**config.mk**
```make
export PLATFORM = sky130hd
export DESIGN_NAME = clock_upper_digits_flat
export DESIGN_NICKNAME = d
export VERILOG_FILES = /design/src/rtl/clock_upper_digits_pkg.sv /design/src/rtl/clock_upper_digits_if.sv /design/src/rtl/clock_upper_digits_seg7_decode.sv /design/src/rtl/clock_upper_digits.sv /design/src/flat_wrapper.sv
export SDC_FILE = /design/constraint.sdc
export NUM_CORES = 1
export LEC_CHECK = 0
export CAP_MARGIN = 20
export CORE_ASPECT_RATIO = 1.1
export CORE_UTILIZATION = 58
export DETAILED_ROUTE_END_ITERATION = 16
export PLACE_DENSITY = 0.84
export REMOVE_ABC_BUFFERS = 1
export SLEW_MARGIN = 10
export SYNTH_ARGS = -nofsm -noshare
export SYNTH_HDL_FRONTEND = slang
export SYNTH_SLANG_ARGS = --single-unit
```
**constraint.sdc**
```tcl
create_clock -name clk -period 6.3 [get_ports clk]
set_input_delay 1.26 -clock clk [delete_from_list [all_inputs] [get_ports clk]]
set_output_delay 1.26 -clock clk [all_outputs]
set_load 0.01 [all_outputs]
```
**src/rtl/clock_upper_digits_pkg.sv**
```systemverilog
// Shared constants for the upper clock digits: active-low segment patterns,
// count limits and the BCD digit type.
package clock_pkg;

  typedef logic [3:0] bcd_t;

  localparam logic [6:0] SEG_0     = 7'b1000000;
  localparam logic [6:0] SEG_1     = 7'b1111001;
  localparam logic [6:0] SEG_2     = 7'b0100100;
  localparam logic [6:0] SEG_3     = 7'b0110000;
  localparam logic [6:0] SEG_4     = 7'b0011001;
  localparam logic [6:0] SEG_5     = 7'b0010010;
  localparam logic [6:0] SEG_6     = 7'b0000010;
  localparam logic [6:0] SEG_7     = 7'b1111000;
  localparam logic [6:0] SEG_8     = 7'b0000000;
  localparam logic [6:0] SEG_9     = 7'b0010000;
  localparam logic [6:0] SEG_BLANK = 7'b1111111;

  localparam logic [2:0] SEC_T_MAX = 3'd5;
  localparam logic [6:0] MIN_MAX   = 7'd59;
  localparam logic [6:0] HOUR_MAX  = 7'd23;

  // Two-digit BCD to binary; wide enough that illegal digits still compare above the limits.
  function automatic logic [6:0] bcd_val(input logic [2:0] tens, input bcd_t units);
    return 7'(tens) * 7'd10 + 7'(units);
  endfunction

endpackage

```
**src/rtl/clock_upper_digits_if.sv**
```systemverilog
// Inputs and display outputs of the upper clock digits, bundled for the stage boundary.
interface clock_upper_digits_if;
  logic       carry_in;
  logic       inc_min;
  logic       inc_hour;
  logic [6:0] disp_sec_tens;
  logic [6:0] disp_min_units;
  logic [6:0] disp_min_tens;
  logic [6:0] disp_hour_units;
  logic [6:0] disp_hour_tens;
  logic       carry_day;

  modport master (
    output carry_in, inc_min, inc_hour,
    input  disp_sec_tens, disp_min_units, disp_min_tens,
    input  disp_hour_units, disp_hour_tens, carry_day
  );

  modport slave (
    input  carry_in, inc_min, inc_hour,
    output disp_sec_tens, disp_min_units, disp_min_tens,
    output disp_hour_units, disp_hour_tens, carry_day
  );
endinterface

```
**src/rtl/clock_upper_digits_seg7_decode.sv**
```systemverilog
// BCD digit to active-low {g,f,e,d,c,b,a}; non-decimal codes blank the digit.
module seg7_decode
  import clock_pkg::*;
(
  input  bcd_t       bcd_i,
  output logic [6:0] seg_o
);

  always_comb begin
    case (bcd_i)
      4'd0:    seg_o = SEG_0;
      4'd1:    seg_o = SEG_1;
      4'd2:    seg_o = SEG_2;
      4'd3:    seg_o = SEG_3;
      4'd4:    seg_o = SEG_4;
      4'd5:    seg_o = SEG_5;
      4'd6:    seg_o = SEG_6;
      4'd7:    seg_o = SEG_7;
      4'd8:    seg_o = SEG_8;
      4'd9:    seg_o = SEG_9;
      default: seg_o = SEG_BLANK;
    endcase
  end

endmodule

```
**src/rtl/clock_upper_digits.sv**
```systemverilog
// Tens-of-seconds, minutes and hours counters driven by the units-stage carry,
// with minute/hour set pulses, registered 7-segment outputs and end-of-day pulse.
module clock_upper_digits
  import clock_pkg::*;
#(
  parameter int SYNC_STAGES = 2
) (
  input  logic                 clk,
  input  logic                 rst,
  clock_upper_digits_if.slave  bus
);

  logic [SYNC_STAGES-1:0] sync_q;
  logic                   prev_q;
  logic                   tick;
  logic                   inc_min_q, inc_hour_q;

  logic [2:0] sec_t_q, sec_t_d;
  bcd_t       min_u_q, min_u_d;
  logic [2:0] min_t_q, min_t_d;
  bcd_t       hr_u_q, hr_u_d;
  logic [1:0] hr_t_q, hr_t_d;
  logic       min_step, hr_step;
  logic       day_d, day_pend_q, carry_day_q;

  logic [6:0] seg_sec_t, seg_min_u, seg_min_t, seg_hr_u, seg_hr_t;
  logic [6:0] disp_sec_t_q, disp_min_u_q, disp_min_t_q, disp_hr_u_q, disp_hr_t_q;

  // Flops reset high so a carry level already high at reset release is not seen as an edge.
  always_ff @(posedge clk) begin
    if (rst) begin
      sync_q     <= '1;
      prev_q     <= 1'b1;
      inc_min_q  <= 1'b0;
      inc_hour_q <= 1'b0;
    end else begin
      sync_q     <= {sync_q[SYNC_STAGES-2:0], bus.carry_in};
      prev_q     <= sync_q[SYNC_STAGES-1];
      inc_min_q  <= bus.inc_min;
      inc_hour_q <= bus.inc_hour;
    end
  end

  assign tick = sync_q[SYNC_STAGES-1] & ~prev_q;

  always_comb begin
    sec_t_d  = sec_t_q;
    min_u_d  = min_u_q;
    min_t_d  = min_t_q;
    hr_u_d   = hr_u_q;
    hr_t_d   = hr_t_q;
    min_step = 1'b0;
    hr_step  = 1'b0;
    day_d    = 1'b0;

    if (tick) begin
      if (sec_t_q >= SEC_T_MAX) begin
        sec_t_d  = '0;
        min_step = (sec_t_q == SEC_T_MAX);
      end else begin
        sec_t_d = sec_t_q + 3'd1;
      end
    end

    // A natural step and a set pulse in the same cycle still move minutes by one.
    if (min_step || inc_min_q) begin
      if (min_u_q > 4'd9 || bcd_val(min_t_q, min_u_q) > MIN_MAX) begin
        min_u_d = '0;
        min_t_d = '0;
      end else if (bcd_val(min_t_q, min_u_q) == MIN_MAX) begin
        min_u_d = '0;
        min_t_d = '0;
        hr_step = min_step;
      end else if (min_u_q == 4'd9) begin
        min_u_d = '0;
        min_t_d = min_t_q + 3'd1;
      end else begin
        min_u_d = min_u_q + 4'd1;
      end
    end

    if (hr_step || inc_hour_q) begin
      if (hr_u_q > 4'd9 || bcd_val({1'b0, hr_t_q}, hr_u_q) > HOUR_MAX) begin
        hr_u_d = '0;
        hr_t_d = '0;
      end else if (bcd_val({1'b0, hr_t_q}, hr_u_q) == HOUR_MAX) begin
        hr_u_d = '0;
        hr_t_d = '0;
        day_d  = hr_step;
      end else if (hr_u_q == 4'd9) begin
        hr_u_d = '0;
        hr_t_d = hr_t_q + 2'd1;
      end else begin
        hr_u_d = hr_u_q + 4'd1;
      end
    end
  end

  always_ff @(posedge clk) begin
    if (rst) begin
      sec_t_q <= '0;
      min_u_q <= '0;
      min_t_q <= '0;
      hr_u_q  <= '0;
      hr_t_q  <= '0;
    end else begin
      sec_t_q <= sec_t_d;
      min_u_q <= min_u_d;
      min_t_q <= min_t_d;
      hr_u_q  <= hr_u_d;
      hr_t_q  <= hr_t_d;
    end
  end

  seg7_decode u_seg_sec_t (.bcd_i({1'b0, sec_t_q}),  .seg_o(seg_sec_t));
  seg7_decode u_seg_min_u (.bcd_i(min_u_q),          .seg_o(seg_min_u));
  seg7_decode u_seg_min_t (.bcd_i({1'b0, min_t_q}),  .seg_o(seg_min_t));
  seg7_decode u_seg_hr_u  (.bcd_i(hr_u_q),           .seg_o(seg_hr_u));
  seg7_decode u_seg_hr_t  (.bcd_i({2'b00, hr_t_q}),  .seg_o(seg_hr_t));

  // End-of-day is delayed one extra stage so it lines up with the display registers.
  always_ff @(posedge clk) begin
    if (rst) begin
      disp_sec_t_q <= SEG_0;
      disp_min_u_q <= SEG_0;
      disp_min_t_q <= SEG_0;
      disp_hr_u_q  <= SEG_0;
      disp_hr_t_q  <= SEG_0;
      day_pend_q   <= 1'b0;
      carry_day_q  <= 1'b0;
    end else begin
      disp_sec_t_q <= seg_sec_t;
      disp_min_u_q <= seg_min_u;
      disp_min_t_q <= seg_min_t;
      disp_hr_u_q  <= seg_hr_u;
      disp_hr_t_q  <= seg_hr_t;
      day_pend_q   <= day_d;
      carry_day_q  <= day_pend_q;
    end
  end

  assign bus.disp_sec_tens   = disp_sec_t_q;
  assign bus.disp_min_units  = disp_min_u_q;
  assign bus.disp_min_tens   = disp_min_t_q;
  assign bus.disp_hour_units = disp_hr_u_q;
  assign bus.disp_hour_tens  = disp_hr_t_q;
  assign bus.carry_day       = carry_day_q;

endmodule
```
**src/flat_wrapper.sv**
```systemverilog
// flat-port wrapper written by rule: the top's interface ports become plain ports
module clock_upper_digits_flat import clock_pkg::*;
#(
  parameter int SYNC_STAGES = 2
)
  (clk, rst, bus_carry_in, bus_inc_min, bus_inc_hour, bus_disp_sec_tens, bus_disp_min_units, bus_disp_min_tens, bus_disp_hour_units, bus_disp_hour_tens, bus_carry_day);
  clock_upper_digits_if bus_i ();
  input  logic clk;
  input  logic rst;
  input wire logic [$bits(bus_i.carry_in)-1:0] bus_carry_in;
  input wire logic [$bits(bus_i.inc_min)-1:0] bus_inc_min;
  input wire logic [$bits(bus_i.inc_hour)-1:0] bus_inc_hour;
  output wire logic [$bits(bus_i.disp_sec_tens)-1:0] bus_disp_sec_tens;
  output wire logic [$bits(bus_i.disp_min_units)-1:0] bus_disp_min_units;
  output wire logic [$bits(bus_i.disp_min_tens)-1:0] bus_disp_min_tens;
  output wire logic [$bits(bus_i.disp_hour_units)-1:0] bus_disp_hour_units;
  output wire logic [$bits(bus_i.disp_hour_tens)-1:0] bus_disp_hour_tens;
  output wire logic [$bits(bus_i.carry_day)-1:0] bus_carry_day;
  assign bus_i.carry_in = bus_carry_in;
  assign bus_i.inc_min = bus_inc_min;
  assign bus_i.inc_hour = bus_inc_hour;
  assign bus_disp_sec_tens = bus_i.disp_sec_tens;
  assign bus_disp_min_units = bus_i.disp_min_units;
  assign bus_disp_min_tens = bus_i.disp_min_tens;
  assign bus_disp_hour_units = bus_i.disp_hour_units;
  assign bus_disp_hour_tens = bus_i.disp_hour_tens;
  assign bus_carry_day = bus_i.carry_day;
  clock_upper_digits #(.SYNC_STAGES(SYNC_STAGES)) u_core (.clk(clk), .rst(rst), .bus(bus_i));
endmodule
```
## Word level (Yosys, flattened, before mapping)

Memories as Yosys holds them, arrays and structs flattened. A register that Yosys moved wholly into a read port is not among the register bits.
Cells that the tools add are included.

- Add/sub/neg operators: 7
- $mul: 2
- Div/mod/pow operators: 0
- Magnitude comparators: 5
- Equality and inequality tests: 5
- Shifts and indexed selects: 0
- Muxes and demuxes: 18
- Bitwise gates (word level): 4
- Reduce and logical (&&, ||, !) cells: 9

Operator list:

| cell | count |
|---|---|
| $mux 4 | 6 |
| $mux 3 | 4 |
| $add 4x1->4 const B | 2 |
| $eq 4x4->1 const B | 2 |
| $gt 4x4->1 const B | 2 |
| $add 6x4->7 | 1 |
| $add 7x4->7 | 1 |
| $eq 7x5->1 const B | 1 |
| $eq 7x6->1 const B | 1 |
| $gt 7x5->1 const B | 1 |
| $gt 7x6->1 const B | 1 |
| $add 3x1->3 const B | 2 |
| $mul 3x3->6 const B | 1 |
| $mux 2 | 3 |
| $reduce_bool 3->1 | 2 |
| $mul 2x3->5 const B | 1 |
| $mux 1 | 5 |
| $logic_or 1x1->1 | 4 |
| $reduce_and 2->1 | 2 |
| $reduce_or 4->1 | 1 |
| $eq 3x3->1 const B | 1 |
| $ge 3x3->1 const B | 1 |
| $not 1->1 | 3 |
| $add 2x1->2 const B | 1 |
| $and 1x1->1 | 1 |

- Flip-flop bits (word level): 23
- Bits in latches: 0
- RAM bits: 0
- Memory bits (read-only): 560
- Input bits: 5
- Output and inout bits: 36
- Memories: 5

Memory list:

| name | depth | width | read ports | clocked after Yosys merged registers in | write ports | RTL line | source |
|---|---|---|---|---|---|---|---|
| (name not given) | 16 | 7 | 1 | 1 | 0 | clock_upper_digits_seg7_decode.sv:10 | `case (bcd_i)` |
| (name not given) | 16 | 7 | 1 | 1 | 0 | clock_upper_digits_seg7_decode.sv:10 |  |
| (name not given) | 16 | 7 | 1 | 1 | 0 | clock_upper_digits_seg7_decode.sv:10 |  |
| (name not given) | 16 | 7 | 1 | 1 | 0 | clock_upper_digits_seg7_decode.sv:10 |  |
| (name not given) | 16 | 7 | 1 | 1 | 0 | clock_upper_digits_seg7_decode.sv:10 |  |

## Logic depth before layout (Yosys ltp)

- Depth in word-level cells: 9
- Mapped depth: 9

## Cells and area by module

A second synthesis with hierarchy kept.

- Cells, all modules: 413
- Area, all modules: 3,454.6 um2

By module, submodules not included:

| module | instances | cells an instance | area an instance (um2) | sequential area each (um2) |
|---|---|---|---|---|
| clock_upper_digits | 1 | 248 | 2,403.6 | 1,161.1 |
| seg7_decode | 5 | 33 | 210.2 | 0.0 |

## Worst setup path before layout

No wires, ideal clock.

- Path type: register to register
- Start point: register u_core.min_t_q[0]
- End point: register u_core.hr_u_q[3]
- Arrival: 2.281 ns
- Required time: 6.171 ns
- Path slack: 3.889 ns
- Cell stages (with the launch flop): 10
- Path buffers: 0
- Clock period less this slack: 2.411 ns
- Path through: dfxtp_1 ha_1 ha_1 ha_1 nand2_1 or4_4 and3_1 a41o_4 a41oi_1 nor3_2

- Longest elaborated chain between the ends: 7
- Elaborated cells on any way between the ends: 9

RTL lines:

| element | RTL line | source |
|---|---|---|
| start: declaration | clock_upper_digits.sv:20 | `logic [2:0] min_t_q, min_t_d;` |
| start signal: assignment | clock_upper_digits.sv:109 | `min_t_q <= min_t_d;` |
| $mul 3x3->6 (*) | clock_upper_digits_pkg.sv:25 | `return 7'(tens) * 7'd10 + 7'(units);` |
| $add 7x4->7 (*) | clock_upper_digits_pkg.sv:25 |  |
| $gt 7x6->1 / $eq 7x6->1 (equally long branches) | clock_upper_digits.sv:67, clock_upper_digits.sv:70 |  |
| $logic_or 1x1->1 / $mux 1 (equally long branches) | clock_upper_digits.sv:67, clock_upper_digits.sv:70 |  |
| $mux 1 (*) | clock_upper_digits.sv:67 | `if (min_u_q > 4'd9 \|\| bcd_val(min_t_q, min_u_q) > MIN_MAX) begin` |
| $mux 1 (*) | clock_upper_digits.sv:66 | `if (min_step \|\| inc_min_q) begin` |
| $logic_or 1x1->1 (*) | clock_upper_digits.sv:82 | `if (hr_step \|\| inc_hour_q) begin` |
| end signal: assignment | clock_upper_digits.sv:110 | `hr_u_q <= hr_u_d;` |
| end: declaration | clock_upper_digits.sv:21 | `bcd_t hr_u_q, hr_u_d;` |

Every way passes the cells marked *; elsewhere a longest branch is shown, timed or not.
A chain may end at the register's enable or synchronous reset.

## Worst setup path after layout

- Start point: register u_core.min_t_q[2]
- End point: register u_core.hr_u_q[3]

The elaborated chain is that of the path after synthesis.

==> run metrics <==
status finished, violations left; failing checks DRC; CTS tree built; worst skew pair latency 310 ps; Critical R2R Launch u_core.min_t_q[2]; area of the multi-input gates 1540 µm²; initial drt markers 109; Pre-antenna DRT Iters 10; Post-synth top flop dfxtp_1; number of synthesized register bits 56; hold wc startpoint u_core.sync_q[0]; first-pass GRT wire length approximately 8.8 mm; grt ovf 0; Vias 2267; Net Sw Frac a little over a fifth; Final GP Congestion 0.859; clock buffer depth 2; CP Capture Type register; Max stage delay cell, worst path or4_4; # DRC 1; minimum clock period approximately 2700 ps; max-cap violation count 0; reg2reg setup slack 3630 ps; Post-layout nets 388; worst reg-to-reg path cell count 9; ANT nets after route 0; # fillers 377; Synth Instances about 320; final instance area 3320 µm²; CTS buffer count 5; unrepaired setup endpoints after global routing false; core area 4620 µm²; Hold Violations, Final 0; Post-Route WL 5.23 mm; Post-synth ARST share 0%; share of cells above drive strength 1 5.97%; setup TNS 0 ps; Pins Over Slew Limit 0; CP max FO 16; # IOs ~40; register area share after synthesis 40.3%; crit-path cells ha_1 -> ha_1 -> ha_1 -> nand2_1 -> or4_4 -> and3_1 -> a41o_4 -> a41oi_1 -> nor3_2; most frequent CP cell ha_1; critical path type reg -> reg; Worst Tran Pin Value 521 ps; Port Buffers 39; pwr/cell area roughly 200 nW/µm²; Worst Skew 7.40 ps; Die H around 75 µm; setup bufs post-CTS 0; Comb pwr share 6.8%; reg2reg end u_core.hr_u_q[3]; critical path required time 6490 ps; TritonCTS Sinks 56; Sw Pwr 141 µW; synth unique cells 52; Post-CTS Hold Buffers 0; number of global-route vias before repair approximately 2000; Clock transition at path regs 100 ps; number of diodes 0; Finish-stage setup viols 0; H-tree Lvls 2; initial antenna violation count 0; largest net degree at the start of global routing 53; slew margin rel. 65.2%; worst vdd ir 123 µV; f_max 375 MHz; Avg Cell Area, Syn 8.78 µm²; sequential share of power 55.2%; Area growth syn-to-layout 19.3%; Total GRT Usage 22.6%; Die Area 5080 µm²; vias per cell 5.56; Starting Density 60.3%; register area 1120 µm²; Setup crit start kind register; leakage power 1.34 nW; internal power 523 µW; mapped cell area 2780 µm²; YS warnings 0; Critical Path Max Stage Delay 520 ps; Root Buffer clkbuf_8; placement-stage cell area 3190 µm²; width of the chip around 68 µm; Clk pwr share 37.9%; Detail Placement HPWL between 3 and 4 mm; CP Data Arrival Time 2850 ps; Resized cells post-CTS 0; Final Cycle Share 42.3%; Cell Rows 26; Min-Delay Path Depth 1; Post-synth EDFFs 0; Hold Path Class reg -> reg; placed cells 400; post-route insts no fill 408; Hold Path End u_core.sync_q[1]; routed len/inst around 13 µm
## Yosys cell counts (5+ instances only)
cell type | number | area, µm²
nor2_1 | 43 | 161
nor3_1 | 7 | 35.0
nand2_1 | 27 | 101
dfxtp_1 | 56 | 1120
clkbuf_1 | 9 | 33.8
nand3_1 | 7 | 35.0
a21oi_1 | 24 | 120
o21ai_0 | 12 | 60.1
or2_2 | 5 | 31.3
ha_1 | 30 | 375
inv_1 | 16 | 60.1
nor2b_1 | 7 | 43.8
a211oi_1 | 5 | 37.5
nand2b_1 | 12 | 75.1
## logic make-up (layout without fill, tap and decap cells)
group,after synthesis,after routing,synth area share [%]
mux,3,3,1.08
compound gates,69,69,17.1
fa+ha+maj,32,32,14.9
flops,56,56,40.3
xor+xnor,5,5,1.57
simple gates,121,121,20.6
buf+inv,30,65,4.36
other cells,1,1,0.135
## stage by stage
| step | total power [mW] | utilization [%] | hold WS [ps] | setup WS, ps |
|---|---|---|---|---|
| 2_1_floorplan | 0.399 | - | 389 | 3830 |
| 3_3_place_gp | 0.419 | 69.1 | 392 | 3730 |
| 3_5_place_dp | 0.420 | 69.1 | 394 | 3660 |
| 4_1_cts | 0.670 | 71.9 | 417 | 3660 |
| 5_1_grt | 0.689 | 71.9 | 428 | 3320 |
| 6_report | 0.664 | 71.9 | 416 | 3630 |
## final cells by class
cell class / instances / share of cell area, %
sequential: 56 / 33.8
inverter: 17 / 1.92
clock inverter: 1 / 0.904
tap: 56 / 2.11
timing repair buffer: 40 / 12.0
multi-input combinational: 231 / 46.4
clock buffer: 7 / 2.90
## critical path, delay by kind of cell (launching register included)
family	cells	cell delay, ps
and+or+nand+nor	4	850
adders and majority gates	3	740
DFF	1	480
AOI/OAI and AO/OA	2	480
## sequential cells by signal, summed over array words and instances, names as in the netlist, 2 cells and up
name,count
u_core.bus.disp_hour_units,7
u_core.bus.disp_min_tens,7
u_core.sec_t_q,3
u_core.hr_u_q,4
u_core.bus.disp_min_units,7
u_core.min_t_q,3
u_core.hr_t_q,2
u_core.sync_q,2
u_core.bus.disp_sec_tens,7
u_core.bus.disp_hour_tens,5
u_core.min_u_q,4
## worst max-delay path by stage
| stage | start | endpoint | cells after the start |
|---|---|---|---|
| final | u_core.min_t_q[2] | u_core.hr_u_q[3] | 9 |
| after global routing | u_core.min_t_q[2] | u_core.min_u_q[1] | 8 |
| after CTS | u_core.min_t_q[2] | u_core.hr_u_q[3] | 9 |
| after detailed placement | u_core.min_t_q[2] | u_core.hr_u_q[3] | 9 |
| after global placement | u_core.min_t_q[2] | u_core.hr_u_q[3] | 9 |
| after floorplan | u_core.min_t_q[2] | u_core.hr_u_q[3] | 9 |
## cell usage in the layout, fill, tap and decap left out, drive strengths merged, types with 2 or more instances in the layout
cell type	count
a21oi	24
xnor2	4
nand4	4
nor4	3
and3	2
a211o	2
fa	2
clkdlybuf4s50	39
inv	17
a221oi	2
ha	30
a21boi	2
nor2b	7
nand2b	12
o21bai	2
nand3	7
o21ai	13
clkbuf	7
nor2	43
o31ai	3
a211oi	6
mux2i	3
a31oi	2
or2	6
nand2	27
a2111oi	2
nor3	8
dfxtp	56
## power groups by stage
stage,sequential [mW],clock [mW],combinational [mW]
finish,0.367,0.252,0.0454
global route,0.368,0.271,0.0504
CTS,0.367,0.257,0.0457
detailed placement,0.375,0,0.0450
global placement,0.375,0,0.0441
floorplan,0.376,0,0.0233
## layer usage
layer  global-route usage (%)  vias up  part of all wire (%)  routed length (µm)
li1                         -     1157                     -                   -
met1                     26.2     1060                    45                2330
met2                     40.2       40                    51                2650
met3                     3.94       10                   3.2                 166
met4                     10.2        0                   1.6                  85
met5                        0        -                     0                   0
No activity file was read; power rests on OpenSTA's default activity.
